==> config.mk <==
export PLATFORM = sky130hd
export DESIGN_NAME = hermes_buffer
export DESIGN_NICKNAME = d
export VERILOG_FILES = /design/src/rtl/hermes_buffer.sv
export SDC_FILE = /design/constraint.sdc
export NUM_CORES = 1
export LEC_CHECK = 0
export CAP_MARGIN = 30
export CORE_MARGIN = 1.5
export CORE_UTILIZATION = 25
export CTS_BUF_LIST = sky130_fd_sc_hd__clkbuf_16
export CTS_CLUSTER_DIAMETER = 40
export CTS_CLUSTER_SIZE = 28
export DETAILED_ROUTE_END_ITERATION = 10
export GPL_TIMING_DRIVEN = 0
export HOLD_SLACK_MARGIN = 0.03
export PLACE_DENSITY = 0.47
export SLEW_MARGIN = 40
export SYNTH_ARGS = -nofsm -noshare
export SYNTH_HDL_FRONTEND = slang
export SYNTH_SLANG_ARGS = --single-unit
==> constraint.sdc <==
create_clock -name clk_i -period 3.9 [get_ports clk_i]
set_input_delay 0.585 -clock clk_i [delete_from_list [all_inputs] [get_ports clk_i]]
set_output_delay 0.585 -clock clk_i [all_outputs]
set_load 0.1 [all_outputs]
==> src/rtl/hermes_buffer.sv <==
// hermes_buffer: Hermes NoC input buffer. It is a FIFO with a route/forward controller for each packet.
// Optional packet counter on pkt_cnt_o when HERMES_BUFFER_STATS_EN is defined.
module hermes_buffer #(
  parameter int FLIT_SIZE   = 32,
  parameter int BUFFER_SIZE = 8
) (
  input  logic                           clk_i,
  input  logic                           rst_ni,
  input  logic                           rx_i,
  input  logic                           eop_i,
  input  logic [FLIT_SIZE-1:0]           data_i,
  output logic                           credit_o,
  output logic                           req_o,
  input  logic                           ack_route_i,
  output logic                           tx_o,
  output logic                           eop_o,
  output logic [FLIT_SIZE-1:0]           data_o,
  input  logic                           credit_i,
  output logic [$clog2(BUFFER_SIZE):0]   occupancy_o,
  output logic [31:0]                    pkt_cnt_o
);
  localparam int AW = $clog2(BUFFER_SIZE);
  localparam int OW = AW + 1;
  localparam logic [OW-1:0] FULL = OW'(BUFFER_SIZE);

  typedef enum logic [1:0] {S_IDLE, S_ROUTE, S_FWD} state_t;

  logic [FLIT_SIZE:0] r_mem [BUFFER_SIZE];
  logic [AW-1:0]      r_wr_ptr, r_rd_ptr;
  logic [OW-1:0]      r_occ;
  state_t             r_state, w_next;
  logic               w_wr, w_rd, w_nempty;
  logic [FLIT_SIZE:0] w_head;

  assign w_nempty    = r_occ != '0;
  assign w_head      = r_mem[r_rd_ptr];
  assign credit_o    = r_occ != FULL;
  assign w_wr        = rx_i && credit_o;
  assign w_rd        = tx_o && credit_i;
  assign occupancy_o = r_occ;

  // Storage needs no reset: occupancy gates everything read from it
  always_ff @(posedge clk_i) begin
    if (w_wr) r_mem[r_wr_ptr] <= {eop_i, data_i};
  end

  always_ff @(posedge clk_i or negedge rst_ni) begin
    if (!rst_ni) begin
      r_wr_ptr <= '0;
      r_rd_ptr <= '0;
      r_occ    <= '0;
    end else begin
      if (w_wr) r_wr_ptr <= r_wr_ptr + AW'(1);
      if (w_rd) r_rd_ptr <= r_rd_ptr + AW'(1);
      r_occ <= r_occ + {{AW{1'b0}}, w_wr} - {{AW{1'b0}}, w_rd};
    end
  end

  always_ff @(posedge clk_i or negedge rst_ni) begin
    if (!rst_ni) r_state <= S_IDLE;
    else         r_state <= w_next;
  end

  always_comb begin
    w_next = r_state;
    case (r_state)
      S_IDLE:  w_next = w_nempty ? S_ROUTE : S_IDLE;
      S_ROUTE: w_next = ack_route_i ? S_FWD : S_ROUTE;
      S_FWD:   w_next = (w_rd && w_head[FLIT_SIZE]) ? S_IDLE : S_FWD;
      default: w_next = S_IDLE;
    endcase
  end

  always_comb begin
    req_o  = r_state == S_ROUTE;
    tx_o   = (r_state == S_FWD) && w_nempty;
    eop_o  = tx_o && w_head[FLIT_SIZE];
    data_o = w_nempty ? w_head[FLIT_SIZE-1:0] : '0;
  end

`ifdef HERMES_BUFFER_STATS_EN
  logic [31:0] r_pkt_cnt;
  always_ff @(posedge clk_i or negedge rst_ni) begin
    if (!rst_ni)                      r_pkt_cnt <= '0;
    else if (w_rd && w_head[FLIT_SIZE]) r_pkt_cnt <= r_pkt_cnt + 32'd1;
  end
  assign pkt_cnt_o = r_pkt_cnt;
`else
  assign pkt_cnt_o = '0;
`endif
endmodule

==> impl_results.md, run 1 <==
* Status: finished, final reports clean
* Gr usage total at 11.5%
* Max Cap Violations at 0
* # rows at 76
* CTS Hold Bufs at 0
* Largest net degree at the start of global routing at 15
* Initial antenna violation count at 1
* Via Count at approximately 5400
* WP data arrival at 2830 ps
* Fill count at 4163
* Die area at ~0.045 mm2
* Area Overhead vs Synth at 30.3%
* Number of diodes at 0
* Register area at between 0.008 and 0.009 mm2
* Yosys cell types at 35
* Worst Tran Pin Value at between 800 and 900 ps
* Endpoint type of the worst setup path: output pin
* Most frequent cells in the layout: edfxtp_1, mux4_2, buf_2
* Final core occ at between 30 and 40%
* Antenna-violating nets left at 0
* Hold Crit Class: in -> async
* CP Launch Point: r_rd_ptr[1]
* Multi-input logic area at about 0.0025 mm2
* Max-slew violations at 0
* Vias in the first global route at approximately 5600
* Peak Freq at 0.293 GHz
* Final worst path period share at between 80 and 90%
* Nets@finish at between 700 and 800
* CTS tree: built
* Post-CTS Resized at 0
* FF-to-FF path depth at 8
* # DRC at 0
* Commonest non-fill, non-tap cell in the layout: edfxtp_1
* Final setup skew at around 8.4 ps
* CTS buffer count at 41
* Kind of critical path: reg -> out
* DP Wirelength at 16800 um
* PortBufs at a little under 80
* Share of cells above drive strength 1 at ~35%
* Yosys warnings at 0
* EDFF count, synth at approximately 260
* Routed len/inst at 19.3 um
* FF-to-FF Start: occupancy_o[2]
* Register bit total from synthesis at 276
* Slew headroom at between 40 and 50%
* Clk slew on worst S/H paths at 50 ps
* Post-Syn Area at approximately 0.011 mm2
* Synth Instances at about 520
* Initial core utilization at 25.4%
* Final worst path period need at ~3400 ps
* Unrepaired setup endpoints after global routing: no
* Worst setup SP type: flip-flop
* Ys flop type: edfxtp_1
* Final Hold Fails at 0
* Critical path fanouts, max at 10
* Gpl congestion at just under 0.7
* Mean area per synthesized cell at ~21 um2
* DR iter-0 viols at a little under 400
* Ports at between 100 and 150
* Total gr overflow at 0
* CP Data Required Time at about 3300 ps
* Async set or reset register ratio after synthesis at under 10%
* Clk_lat worst skew at between 500 and 600 ps
* Die Ht at about 210 um
* Fin area at 0.0143 mm2
* Root buf cell: clkbuf_16
* H-Tree Depth at 2
* CTS max path bufs at 3
* First-pass DRT Iterations at 4
* Final WL at 25300 um
* Register area share after synthesis at between 70% and 80%
* Instance area at placement at ~0.013 mm2
* Number of setup violations in the final report at 0
* First-pass GRT wire length at between 30000 and 40000 um
* Post CTS Setup Buffer Count at 0
* Vias per std cell at 4.14
* Num Clock Sinks at around 280
* Die Wd at roughly 210 um
* Placeable Area at around 0.043 mm2
-- logic make-up after synthesis --
group / share of synthesized area (%)
compound gates: 0.377
simple gates: 2.63
buf+inv: 3.66
flops: 75.1
fa+ha+maj: 0.982
other cells: 0.0342
mux: 16.7
xor+xnor: 0.560
-- Yosys cell counts, types with 3 or more instances --
cell / instances / share of area (%)
edfxtp_1: 264 / 72
mux4_2: 64 / 13
nor2_1: 40 / 1.4
mux2i_1: 36 / 3.3
buf_4: 32 / 2.2
buf_2: 12 / 0.55
dfrtp_1: 12 / 2.7
clkbuf_1: 10 / 0.34
ha_1: 7 / 0.80
xnor2_1: 4 / 0.32
inv_1: 3 / 0.10
nand2_1: 3 / 0.10
nand3_1: 3 / 0.14
nor2b_1: 3 / 0.17
xor2_1: 3 / 0.24
-- routing by layer --
layer  up-vias  part of all wire, %  GRT usage (%)  wire, um
met1      2828                   48           16.3     12100
met4         2                  2.1           3.28       529
li1       2401                    -              -         -
met3        53                  5.4           2.54      1360
met2       157                   45           17.6     11400
met5         -                0.039              0        10
-- stage by stage --
| stage | instances | setup slack, ps | TNS, ps | hold slack (ps) |
|---|---|---|---|---|
| after floorplan | 553 | 21.3 | 0 | 289 |
| after global placement | 1215 | -453 | -8690 | 431 |
| after detailed placement | 1238 | 919 | 0 | 440 |
| after CTS | 1313 | 348 | 0 | 431 |
| after global routing | 1313 | 320 | 0 | 474 |
| final | 1313 | 483 | 0 | 427 |
-- worst max-delay path, stage by stage, from the launching register on --
cell and delay [ps]:
dfrtp_1 340, buf_2 200, clkbuf_1 630, mux4_2 340
mux2i_1 70, nor2_1 240, buf_2 490
-- area by class of cell --
type,instances,share of cell area [%]
sequential,276,57.7
multi-input combinational,217,17.6
clock buffer,42,7.37
timing repair buffer,100,6.68
tap,585,5.13
buffer,57,2.75
clock inverter,33,2.71
inverter,3,0.0789
-- path summary, 6_finish.rpt --
path / endpoint / slack [ps]
max: data_o[13] / 480
min: r_wr_ptr[1] / 430
max reg2reg: r_mem[0][22] / 1420
min reg2reg: r_state[0] / 450
max in group asynchronous: r_rd_ptr[0] / 3100
min in group clk_i: r_state[0] / 450
-- sequential cells by signal, summed over array words and instances, names as in the netlist --
register and count:
r_wr_ptr 3, r_rd_ptr 3, r_mem 264, r_state 2, occupancy_o 4
Power of run 1 is not shown: default switching activity piles up to over one toggle a cycle in this logic, so the estimate is an artifact.
==> run 2: changes to the inputs <==
Settings changed: CORE_MARGIN 1.5 to 3.
==> impl_results.md, run 2 (synthesized netlist as in run 1, its figures left out) <==
* CTS Hold Bufs at 0 (unchanged)
* Peak Freq at 0.285 GHz (-2.7%)
* Worst setup SP type: flip-flop
* FF-to-FF path depth at 9 (+1)
* Vias per std cell at 4.08 (-1.5%)
* Gpl congestion at 0.657 (-2.3%)
* Post CTS Setup Buffer Count at 0 (unchanged)
* Critical path fanouts, max at 10 (unchanged)
* Final worst path period share at 90.0% (+2.4 points)
* Num Clock Sinks at 276 (unchanged)
* Die area at 0.0464 mm2 (+2.8%)
* Post-CTS Resized at 0 (unchanged)
* Final setup skew at 15.2 ps (+6.80 ps)
* Reg2Reg Capture Point: occupancy_o[2]
* Fin area at 0.0142 mm2 (-0.32%)
* Die Ht at 215 um (+1.4%)
* Instance area at placement at 0.0129 mm2 (+0.63%)
* WP data arrival at 2930 ps (+100 ps)
* Vias in the first global route at 5671 (+0.51%)
* First-pass DRT Iterations at 4 (unchanged)
* Most frequent cells in the layout: edfxtp_1, mux4_2, buf_2
* Total gr overflow at 0 (unchanged)
* Final worst path period need at 3510 ps (+94.8 ps)
* Area Overhead vs Synth at 29.9%
* CP max stage delay at 600 ps (-30 ps)
* FF-to-FF Start: occupancy_o[2]
* PortBufs at 77 (unchanged)
* Initial antenna violation count at 5 (+4)
* Biggest register: r_mem
* First-pass GRT wire length at 38200 um (+1.6%)
* Nets@finish at 740 (-0.27%)
* Hold Crit Class: reg -> reg
* # DRC at 0 (unchanged)
* Endpoint type of the worst setup path: output pin
* Initial core utilization at 25.4% (unchanged)
* WHS at 445 ps (+17.7 ps)
* H-Tree Depth at 2 (unchanged)
* Reg2Reg Setup Slack at 1450 ps (+30 ps)
* Hold_sp: r_state[1]
* DR iter-0 viols at 366 (-6.6%)
* Final WL at 25400 um (+0.34%)
* Ports at 110 (unchanged)
* Unrepaired setup endpoints after global routing: no
* Antenna-violating nets left at 0 (unchanged)
* Max FFs per register at 264 (unchanged)
* Share of cells above drive strength 1 at 34.6% (-0.81 points)
* Worst Tran Pin Value at 849 ps (+25.5 ps)
* CP Data Required Time at 3310 ps (about the same)
* Root buf cell: clkbuf_16
* Max-slew violations at 0 (unchanged)
* Die Wd at 215 um (+1.4%)
* CP Launch Point: occupancy_o[2]
* Status: finished, final reports clean
* Clk slew on worst S/H paths at 50 ps (about the same)
* Worst slack, placed at 797 ps (-122 ps)
* CTS buffer count at 38 (-7.3%)
* Kind of critical path: reg -> out
* Largest net degree at the start of global routing at 15 (unchanged)
* CTS tree: built
* CTS max path bufs at 3 (unchanged)
* Slew headroom at 43.4% (-1.7 points)
* Hold depth at 1
* Slowest cell on the critical path: nor3b_2
* Final Hold Fails at 0 (unchanged)
* Final setup margin at 388 ps (-94.8 ps)
* Number of setup violations in the final report at 0 (unchanged)
* Max Cap Violations at 0 (unchanged)
* Clk_lat worst skew at 510 ps (about the same)
* Via Count at 5342 (-1.8%)
* Gr usage total at 11.1% (-0.41 points)
* # rows at 76 (unchanged)
* Placeable Area at 0.0432 mm2 (unchanged)
* Commonest non-fill, non-tap cell in the layout: edfxtp_1
* Worst hold endpoint: r_state[0]
* Critical path cell sequence: inv_1, ha_1, nor3b_2, clkbuf_1, nor2_1, buf_2
* Routed len/inst at 19.4 um (+0.64%)
* DP Wirelength at 17200 um (+2.3%)
## run 2: worst max-delay path by stage
| stage | cells past startpoint | endpoint | slack [ps] |
|---|---|---|---|
| 2_1_floorplan | 5 | eop_o | 20 |
| 3_3_place_gp | 6 | data_o[14] | -400 |
| 3_5_place_dp | 6 | data_o[14] | 800 |
| 4_1_cts | 6 | data_o[14] | 240 |
| 5_1_grt | 6 | data_o[14] | 200 |
| 6_report | 6 | data_o[14] | 390 |
## run 2: cell type report
type	instances	area [um2]
flip-flops and latches	276	8230
diodes	2	5.00
multi-input cells	217	2510
clock inverters	27	283
well taps	585	732
repair buffers	101	1030
plain buffers	57	392
fillers	4172	28900
inverters	3	11.3
clock buffers	41	1030
## run 2: metrics by stage
step / utilization, % / TNS [ps] / std cells
global placement: 29.2 / -5920 / 1215
CTS: 32.9 / 0 / 1307
global route: 32.9 / 0 / 1307
detailed placement: 29.9 / 0 / 1239
finish: 32.9 / 0 / 1309
floorplan: - / 0 / 553
## run 2: critical path: cells and delay by family, from the launching register on
kind,cells,cell delay (ps)
and+or+nand+nor,2,830
buffers and inverters,3,1030
DFF,1,370
adders and majority gates,1,170
## run 2: layer usage
metal / global-route usage, % / vias to the layer above / part of all wire [%]
li1: - / 2408 / -
met1: 15.0 / 2741 / 45
met2: 17.6 / 143 / 47
met3: 3.03 / 44 / 5.9
met4: 2.86 / 6 / 1.9
met5: 0 / - / 0.14
Power of run 2 is left out for the same reason.
==> run 3: changes to the inputs <==
Settings changed: CORE_UTILIZATION 25 to 51, PLACE_DENSITY 0.47 to 0.8.
==> impl_results.md, run 3 (synthesized netlist as in run 1, its figures left out) <==
* Kind of critical path: reg -> out
* DR iter-0 viols at 447 (+22%)
* H-Tree Depth at 2 (unchanged)
* Final WL at 22700 um (-11%)
* PortBufs at 77 (unchanged)
* Initial antenna violation count at 0 (-5)
* Routed len/inst at 23.1 um (+19%)
* Gpl congestion at 0.693 (+5.5%)
* Biggest register: r_mem
* Nets@finish at 735 (-0.68%)
* Max-slew violations at 0 (unchanged)
* Worst setup SP type: flip-flop
* Placeable Area at 0.0207 mm2 (-52%)
* Vias in the first global route at 5879 (+3.7%)
* Post-CTS Resized at 0 (unchanged)
* CTS max path bufs at 3 (unchanged)
* Worst Tran Pin Value at 765 ps (-84.0 ps)
* Most frequent cells in the layout: edfxtp_1, mux4_2, buf_2
* CTS Hold Bufs at 0 (unchanged)
* Commonest non-fill, non-tap cell in the layout: edfxtp_1
* Hold Crit Class: in -> async
* Total gr overflow at 0 (unchanged)
* Die area at 0.0233 mm2 (-50%)
* # DRC at 0 (unchanged)
* First-pass DRT Iterations at 5 (+1)
* WP data arrival at 2750 ps (-180 ps)
* Instance area at placement at 0.0124 mm2 (-4.0%)
* Die Wd at 153 um (-29%)
* Max FFs per register at 264 (unchanged)
* Share of cells above drive strength 1 at 33.6% (-1.1 points)
* DP Wirelength at 14800 um (-14%)
* Antenna-violating nets left at 0 (unchanged)
* Final worst path period share at 85.4% (-4.6 points)
* Reg2Reg Capture Point: r_mem[1][13]
* Unrepaired setup endpoints after global routing: no
* Status: finished, final reports clean
* First-pass GRT wire length at 35100 um (-8.2%)
* Fin area at 0.0135 mm2 (-5.0%)
* Gr usage total at 19.9% (+8.8 points)
* Number of setup violations in the final report at 0 (unchanged)
* Num Clock Sinks at 276 (unchanged)
* CP Data Required Time at 3310 ps (about the same)
* Final worst path period need at 3330 ps (-180 ps)
* Final setup skew at 10.5 ps (-4.71 ps)
* CTS tree: built
* Critical path fanouts, max at 10 (unchanged)
* Root buf cell: clkbuf_16
* Largest net degree at the start of global routing at 16 (+1)
* Ports at 110 (unchanged)
* CTS buffer count at 34 (-11%)
* Clk slew on worst S/H paths at 60 ps (about the same)
* Peak Freq at 0.300 GHz (+5.4%)
* # rows at 52 (-32%)
* Clk_lat worst skew at 500 ps (about the same)
* Vias per std cell at 5.55 (+36%)
* Via Count at 5450 (+2.0%)
* FF-to-FF path depth at 9 (unchanged)
* Max Cap Violations at 0 (unchanged)
* Post CTS Setup Buffer Count at 0 (unchanged)
* Initial core utilization at 52.9% (+28 points)
* Final Hold Fails at 0 (unchanged)
* Die Ht at 153 um (-29%)
* Number of diodes at 0 (-2)
* Endpoint type of the worst setup path: output pin
* Area Overhead vs Synth at 23.4%
* Slew headroom at 49.0% (+5.6 points)
* FF-to-FF Start: occupancy_o[2]
* Reg2Reg Setup Slack at 1010 ps (-440 ps)
[run 3: cell count changes in the layout (fill, tap and decap cells not counted), sizes merged]
cell | previous run | this run
buf | 111 | 110
inv | 13 | 16
clkinvlp | 3 | 2
diode | 2 | 0
bufinv | 4 | 1
clkbuf | 51 | 47
clkinv | 10 | 6
[run 3: worst max path at each step]
stage | start | to | slack (ps) | cells past startpoint
6_report | occupancy_o[2] | data_o[30] | 570 | 6
2_1_floorplan | occupancy_o[2] | eop_o | 20 | 5
3_5_place_dp | rx_i | r_mem[1][13] | 780 | 6
4_1_cts | occupancy_o[2] | data_o[11] | 500 | 6
5_1_grt | occupancy_o[2] | data_o[11] | 410 | 6
3_3_place_gp | occupancy_o[2] | data_o[30] | -9 | 6
[run 3: critical path, stage by stage, from the launching register on]
cell and delay [ps]:
dfrtp_1 370, inv_1 110, ha_1 170, nor3b_2 520
clkbuf_1 570, nor2_1 170, buf_2 330
[run 3: stage by stage]
| stage | setup slack, ps | std cells | util [%] | hold slack, ps | TNS [ps] |
|---|---|---|---|---|---|
| 6_report | 568 | 982 | 65.3 | 427 | 0 |
| 5_1_grt | 412 | 982 | 65.3 | 461 | 0 |
| 4_1_cts | 501 | 982 | 65.3 | 433 | 0 |
| 3_5_place_dp | 780 | 923 | 59.9 | 450 | 0 |
| 3_3_place_gp | -8.80 | 900 | 59.1 | 429 | -8.80 |
| 2_1_floorplan | 21.3 | 553 | - | 289 | 0 |
[run 3: layout make-up]
cell class | instances | area [um2]
plain buffers | 57 | 390
clock buffers | 37 | 926
clock inverters | 22 | 189
fillers | 1369 | 7170
inverters | 3 | 11.3
multi-input cells | 217 | 2510
flip-flops and latches | 276 | 8230
well taps | 270 | 338
repair buffers | 100 | 918
[run 3: routing by layer]
metal,GRT usage (%),share of wire (%),vias up
li1,-,-,2384
met2,33.3,50,221
met4,5.05,1.9,0
met1,26.5,40,2802
met5,0,0,-
met3,5.31,7.4,43
Power of run 3 is left out for the same reason.
